## src/rtl/shift_unit_seq_pkg.sv

```systemverilog
// Shared opcodes and FSM state encoding for the sequential shift/rotate unit.
package shift_unit_seq_pkg;

  localparam logic [1:0] OP_ROL = 2'b00;
  localparam logic [1:0] OP_SLL = 2'b01;
  localparam logic [1:0] OP_ROR = 2'b10;
  localparam logic [1:0] OP_SRA = 2'b11;

  typedef enum logic [1:0] {
    ST_IDLE  = 2'b00,
    ST_SHIFT = 2'b01,
    ST_DONE  = 2'b10
  } state_e;

endpackage

```

## src/rtl/shift_unit_seq_shift_stage.sv

```systemverilog
// One conditional shift/rotate by 2**idx_i; passes data through when en_i is low.
module shift_stage
  import shift_unit_seq_pkg::*;
#(
  parameter int unsigned N    = 16,
  parameter int unsigned C    = 4,
  parameter int unsigned IdxW = (C > 1) ? $clog2(C) : 1
) (
  input  logic [N-1:0]    data_i,
  input  logic [1:0]      op_i,
  input  logic [IdxW-1:0] idx_i,
  input  logic            en_i,
  output logic [N-1:0]    data_o
);

  int unsigned k;
  logic [N-1:0] shifted;

  always_comb begin
    k       = 32'd1 << idx_i;
    shifted = data_i;
    unique case (op_i)
      OP_ROL:  shifted = (data_i << k) | (data_i >> (N - k));
      OP_SLL:  shifted = data_i << k;
      OP_ROR:  shifted = (data_i >> k) | (data_i << (N - k));
      OP_SRA:  shifted = $signed(data_i) >>> k;
      default: shifted = data_i;
    endcase
    data_o = en_i ? shifted : data_i;
  end

endmodule

```

## src/rtl/shift_unit_seq.sv

```systemverilog
// Multi-cycle shift/rotate unit: resolves one count bit per cycle, MSB first,
// with valid/ready handshakes on both sides.
module shift_unit_seq
  import shift_unit_seq_pkg::*;
#(
  parameter int unsigned N = 16,
  parameter int unsigned C = 4
) (
  input  logic         clk,
  input  logic         rst,
  input  logic         in_valid,
  output logic         in_ready,
  input  logic [N-1:0] in_data,
  input  logic [C-1:0] in_cnt,
  input  logic [1:0]   in_op,
  output logic         out_valid,
  input  logic         out_ready,
  output logic [N-1:0] out_data,
  output logic         busy
);

  localparam int unsigned IdxW = (C > 1) ? $clog2(C) : 1;

  state_e          state_q, state_d;
  logic [N-1:0]    acc_q, acc_d;
  logic [C-1:0]    cnt_q, cnt_d;
  logic [1:0]      op_q, op_d;
  logic [IdxW-1:0] idx_q, idx_d;
  logic [N-1:0]    stage_out;

  shift_stage #(
    .N    (N),
    .C    (C),
    .IdxW (IdxW)
  ) u_stage (
    .data_i (acc_q),
    .op_i   (op_q),
    .idx_i  (idx_q),
    .en_i   (cnt_q[idx_q]),
    .data_o (stage_out)
  );

  always_comb begin
    state_d   = state_q;
    acc_d     = acc_q;
    cnt_d     = cnt_q;
    op_d      = op_q;
    idx_d     = idx_q;
    in_ready  = 1'b0;
    out_valid = 1'b0;
    unique case (state_q)
      ST_IDLE: begin
        in_ready = 1'b1;
        if (in_valid) begin
          acc_d   = in_data;
          cnt_d   = in_cnt;
          op_d    = in_op;
          idx_d   = IdxW'(C - 1);
          state_d = ST_SHIFT;
        end
      end
      ST_SHIFT: begin
        acc_d = stage_out;
        if (idx_q == '0) begin
          state_d = ST_DONE;
        end else begin
          idx_d = idx_q - 1'b1;
        end
      end
      ST_DONE: begin
        out_valid = 1'b1;
        if (out_ready) state_d = ST_IDLE;
      end
      default: state_d = ST_IDLE;
    endcase
  end

  always_ff @(posedge clk) begin
    if (rst) begin
      state_q <= ST_IDLE;
      acc_q   <= '0;
      cnt_q   <= '0;
      op_q    <= '0;
      idx_q   <= '0;
    end else begin
      state_q <= state_d;
      acc_q   <= acc_d;
      cnt_q   <= cnt_d;
      op_q    <= op_d;
      idx_q   <= idx_d;
    end
  end

  assign out_data = acc_q;
  assign busy     = (state_q != ST_IDLE);

endmodule

```

## config.mk

```make
export PLATFORM = sky130hd
export DESIGN_NAME = shift_unit_seq
export DESIGN_NICKNAME = d
export VERILOG_FILES = /design/src/rtl/shift_unit_seq_pkg.sv /design/src/rtl/shift_unit_seq_shift_stage.sv /design/src/rtl/shift_unit_seq.sv
export SDC_FILE = /design/constraint.sdc
export NUM_CORES = 1
export LEC_CHECK = 0
export CAP_MARGIN = 20
export CORE_UTILIZATION = 40
export DETAILED_ROUTE_END_ITERATION = 10
export GPL_ROUTABILITY_DRIVEN = 0
export PLACE_DENSITY_LB_ADDON = 0.2
export SYNTH_ARGS = -nofsm -noshare
export SYNTH_HDL_FRONTEND = slang
export SYNTH_SLANG_ARGS = --single-unit
```

## constraint.sdc

```tcl
create_clock -name clk -period 2.7 [get_ports clk]
set_input_delay 0.27 -clock clk [delete_from_list [all_inputs] [get_ports clk]]
set_output_delay 0.27 -clock clk [all_outputs]
set_load 0.05 [all_outputs]
```

Word-level counts from Yosys, hierarchy flattened

Index checks and enable logic that the tools add are counted.
W data, S select, Z words.

$add $sub $neg: 2
Order comparisons: 1
Equality and inequality tests: 10
Shift-type cells: 6
Muxes and demuxes: 15
Bitwise gates (word level): 2
Reduce and logical (&&, ||, !) cells: 9

Operators by type and width:

| operator                | number |
|---|---|
| $pmux W16 S4            | 1 |
| $shl A16 B32 Y16        | 2 |
| $shr A16 B32 Y16        | 2 |
| $mux W16                | 2 |
| $or A16 B16 Y16         | 2 |
| $pmux W16 S2            | 1 |
| $shl A1 B2 Y32 const A  | 1 |
| $sshr A16 B32 Y16       | 1 |
| $sub A5 B32 Y32 const A | 1 |
| $mux W2                 | 5 |
| $reduce_and A3 Y1       | 3 |
| $ne A2 B2 Y1 const B    | 4 |
| $eq A2 B2 Y1 const B    | 3 |
| $logic_not A2 Y1        | 3 |
| $pmux W2 S3             | 1 |
| $eq A2 B1 Y1 const B    | 2 |
| $pmux W2 S2             | 1 |
| $reduce_bool A2 Y1      | 2 |
| $lt A2 B3 Y1 const B    | 1 |
| $mux W1                 | 3 |
| $bmux W1 S2             | 1 |
| $ne A2 B1 Y1 const B    | 1 |
| $reduce_and A2 Y1       | 1 |
| $sub A2 B1 Y2 const B   | 1 |

Bits in registers: 26
Input port bits: 26
Output and inout bits: 19
Logic and storage cells: 50

Longest topological paths before layout

Gate-level depths: netlist of the first run.

Depth in word-level cells: 7
Depth in mapped cells: 14
Depth with buffers taken out: 10

By module

A second synthesis of the first run with hierarchy kept.

Cell total of the unflattened synthesis: 293
Area total of the unflattened synthesis: 2,577.5 um2

Modules (own cells, without submodules):

| module         | times used | cells each | area each (um2) | sequential area each (um2) |
|---|---|---|---|---|
| shift_stage    | 1          | 178        | 1,371.3         | 0.0 |
| shift_unit_seq | 1          | 115        | 1,206.2         | 520.5 |

Worst setup path after synthesis of the first run

Ideal clock, no wire load.

Kind: register to register
Start point: reg idx_q[0]
End point: reg acc_q[2] (netlist: out_data[2])
Library setup time: 0.133 ns
Data arrival time: 2.552 ns
Required time: 2.567 ns
Setup slack: 0.015 ns
Cell stages (with the launch flop): 13
Buffers on the path: 4
Period minus slack after synthesis: 2.685 ns
Cell sequence: dfxtp_1 > ha_1 > buf_6 > buf_6 > inv_2 > buf_4 > ha_1 > clkbuf_1 > mux4_2 > a221oi_1 > o21ai_1 > a211oi_2 > o41ai_1

Word-level cells in the longest chain between the ends: 7
Elaborated cells between the ends (all ways): 16
Those cells by class: add/sub (1); eq/ne (1); shift (6); mux (5); bitwise (2); reduce/logical (1)

Ends and longest elaborated chain:

| element                                                     | RTL line                                                           | source |
|---|---|---|
| start: declaration                                          | shift_unit_seq.sv:28                                               | `logic [IdxW-1:0] idx_q, idx_d;` |
| start signal: assignment                                    | shift_unit_seq.sv:90                                               | `idx_q <= idx_d;` |
| $shl A1 B2 Y32                                              | shift_unit_seq_shift_stage.sv:20                                   | `k = 32'd1 << idx_i;` |
| $sub A5 B32 Y32                                             | shift_unit_seq_shift_stage.sv:23, shift_unit_seq_shift_stage.sv:25 |  |
| $shl A16 B32 Y16 / $shr A16 B32 Y16 (equally long branches) | shift_unit_seq_shift_stage.sv:25, shift_unit_seq_shift_stage.sv:23 |  |
| $or A16 B16 Y16 (on tied branches)                          | shift_unit_seq_shift_stage.sv:25, shift_unit_seq_shift_stage.sv:23 |  |
| $pmux W16 S4                                                | shift_unit_seq_shift_stage.sv:22                                   | `unique case (op_i)` |
| $mux W16                                                    | shift_unit_seq_shift_stage.sv:29                                   | `data_o = en_i ? shifted : data_i;` |
| $pmux W16 S2                                                | shift_unit_seq.sv:51                                               | `unique case (state_q)` |
| end signal: assignment                                      | shift_unit_seq.sv:81                                               | `acc_q <= '0;` |
| end signal: assignment                                      | shift_unit_seq.sv:87                                               | `acc_q <= acc_d;` |
| end: declaration                                            | shift_unit_seq.sv:25                                               | `logic [N-1:0] acc_q, acc_d;` |

Several ways; a longest one is shown, not always the timed one. The select of a mux whose other input is x is not followed.
A chain may end at the register's enable or synchronous reset.

Final worst setup path of the first run

Start point: reg idx_q[0]
End point: reg acc_q[6] (netlist: out_data[6])

The elaborated chain is that of the path after synthesis.

==> reports/metrics.yaml, run 1 <==
outcome: "complete, no violations"
cts_buffers: 3
fin_crit_ps: 2520
post-route-drc-count: 0
worst-path-buf-inv: 1
cp_max_fo: 37
drt_wl_total_mm: 13.8
initial_core_util_pct: 41.9
rsz0062_at_grt: "no"
portBuffers: 44
hold_depth: 2
fin_skew_ps: 3.77
antenna_found_initial: 0
post-dp-hpwl_mm: 10.2
cts_buffer_depth: 2
drtPass1Iterations: 8
area_growth_pct: 17.9
syn_avg_cell_area_um2: 7.52
fin_nets: 525
yosys.area.top_type: "dfxtp_1"
worstMarginPinSlew_ps: 870
design.core.area_mm2: 0.00834
drtIter0Drc: 630
drtAntennaViolNets: 0
ioPinCount: 45
crit_family: "compound AO/OA/AOI/OAI gates"
netlist_top_cells_area: "dfxtp_1, mux4_2, mux2i_1, mux2_2, nor2_1"
sw_frac_of_total_pct: 49.1
hold_path.class: "flop to flop"
internal_power_w: 0.00117
async_flop_share_pct: 0
ys_seq_elements: 26
p_leak_nw: 1.56
cts_hold_buf: 0
synth.top_cells.by_count: "nor2_1, nand2_1, o21ai_0"
timing.final.crit_share_pct: 93.5
die_h_um: 95.5
dieArea_mm2: 0.00912
cp_slowest_cell: "nor2b_1"
pwr-share-clk_pct: 11.4
grt_pass1_wl_mm: 21.1
path_class: "flop to flop"
crit_path_end_kind: "flop"
cp.required_ps: 2880
grt_overflow: 0
insertion_delay_ps: 270
post_cts.repair.setup_buffers: 0
drv_slew: 0
maxSlewHeadroom_pct: 41.9
hold_viol: 0
vias: 4130
ys_seq_area_share_pct: 14.9
viasPerCell: 6.92
grt_pass1_vias: 3762
drive_gt1_share_pct: 16.5
synth.top_cell.area_share_pct: 14.9
cp_cell_sequence: "ha_1 -> buf_12 -> nor2b_1 -> o21ai_0 -> o221ai_1 -> a221oi_1 -> a21o_1"
rows: 33
cts_sinks: 26
synth.net_count: 497
cap_violations: 0
fmax_mhz: 396
grt_use_total_pct: 30.9
combPwrFrac_pct: 64.5
seqPwrFrac_pct: 24.1
antenna_cells: 0
grt_max_degree: 38
netlist_instances: 465
cp.arrival_ps: 2700
ys_warn_count: 0
synth_edf_count: 0
fill_cells: 842
wl_per_cell_um: 23.1
die_x_um: 95.5
cts-htree-levels: 1
clk_pin_slew_ps: 90
setup-violations-final: 0
critPathLaunchType: "flop"
switching_power_w: 0.00113
synthFlopType: "dfxtp_1"
worst-path-stages: 7
synth.distinct_cells: 61
cts_tree: "built"
syn_area_mm2: 0.00350
cts_resized: 0
p_per_area_mw_per_mm2: 559
yosysMostFrequentCell: "nor2_1"
finalPower_w: 0.00231
fin_setup_tns_ps: 0
ir_drop_uv: 319
cts-root-buf: "clkbuf_8"
slowest_delay_ps: 690
reg2reg_depth: 7
==> power by group through the flow <==
stage | combinational (W) | sequential, W | clock (W)
CTS | 0.00145 | 0.000544 | 0.000267
detailed placement | 0.00144 | 0.000554 | 0
global placement | 0.00144 | 0.000554 | 0
floorplan | 0.000973 | 0.000577 | 0
finish | 0.00149 | 0.000556 | 0.000263
global route | 0.00157 | 0.000556 | 0.000277
==> worst reg2reg max path: cells and delay by family, from the launching register on <==
| family | cells | cell delay [ps] |
|---|---|---|
| AO/OA/AOI/OAI | 4 | 890 |
| adder cells (fa/ha/maj) | 1 | 270 |
| buffers and inverters | 1 | 180 |
| AND/OR/NAND/NOR | 1 | 700 |
| flip-flops | 1 | 390 |
==> path summary, 6_finish.rpt <==
kind | end | slack [ps] | from
setup / recovery | out_data[6]$_SDFFE_PP0P_ | 180 | idx_q[0]$_SDFFE_PP0P_
hold / removal | cnt_q[3]$_SDFFE_PP0P_ | 470 | cnt_q[3]$_SDFFE_PP0P_
setup reg to reg | out_data[6]$_SDFFE_PP0P_ | 180 | idx_q[0]$_SDFFE_PP0P_
hold reg to reg | cnt_q[3]$_SDFFE_PP0P_ | 470 | cnt_q[3]$_SDFFE_PP0P_
==> cells in the final DEF, fill, tap and decap left out, types with 3 or more instances in the layout <==
cell type / Yosys / layout
nand2b_1: 11 / 11
a211oi_1: 15 / 15
nand3_1: 12 / 12
mux2i_1: 29 / 29
o211ai_1: 7 / 7
a221oi_1: 6 / 6
nand2_1: 43 / 43
nor3_1: 12 / 12
a21oi_1: 29 / 29
nand4_1: 4 / 4
nor2b_1: 11 / 11
clkbuf_8: 0 / 4
o221ai_1: 3 / 3
or2_2: 5 / 5
o21a_1: 4 / 4
nor2_1: 52 / 52
clkdlybuf4s50_1: 0 / 44
o32ai_1: 3 / 3
mux4_2: 14 / 14
inv_1: 6 / 6
buf_12: 0 / 4
a31oi_1: 6 / 6
and3_1: 6 / 6
o22ai_1: 10 / 10
dfxtp_1: 26 / 26
mux2_2: 20 / 20
o21ai_0: 34 / 34
buf_4: 4 / 22
ha_1: 6 / 4
==> cells by family after synthesis <==
family	synth area share, %
adder cells (fa/ha/maj)	2.15
flip-flops	14.9
buffers and inverters	8.02
XOR/XNOR	0.465
AND/OR/NAND/NOR	22.1
AO/OA/AOI/OAI	27.8
multiplexers	24.5
==> layer usage <==
metal	wire length [um]	track usage (%)	vias up	share of wire, %
li1	-	-	1801	-
met1	5390	41.7	1936	39
met3	1660	6.86	69	12
met5	0	0	-	0
met2	5990	45.1	324	43
met4	740	17.2	0	5.4
==> registers in the layout, summed over array words and instances, names as in the netlist <==
register and cells:
op_q 2, out_data 16, state_q 2, cnt_q 4
idx_q 2
==> metrics by stage <==
| step | hold slack [ps] | utilization, % | instance area [um2] | std cells | setup WS (ps) |
|---|---|---|---|---|---|
| 2_1_floorplan | 406 | - | 3500 | 465 | 15.3 |
| 3_3_place_gp | 446 | 48.8 | 4070 | 593 | 284 |
| 3_5_place_dp | 455 | 48.8 | 4070 | 593 | 215 |
| 4_1_cts | 469 | 49.4 | 4120 | 597 | 201 |
| 5_1_grt | 499 | 49.4 | 4120 | 597 | 61.0 |
| 6_report | 472 | 49.4 | 4120 | 597 | 175 |
==> layout make-up <==
type,instances,area [um2],area share [%]
clock buffer,4,55.1,1.34
inverter,8,30.0,0.728
multi-input combinational,384,2700,65.5
sequential,26,520,12.6
tap,105,131,3.19
timing repair buffer,70,686,16.6
Note: power is estimated with default switching activity, not from simulation.
==> run 2: changes to the inputs <==
- CTS_BUF_LIST: default -> sky130_fd_sc_hd__clkbuf_8
==> results of run 2 <==
The final DEF is identical to that of run 1; final timing and power are the same.
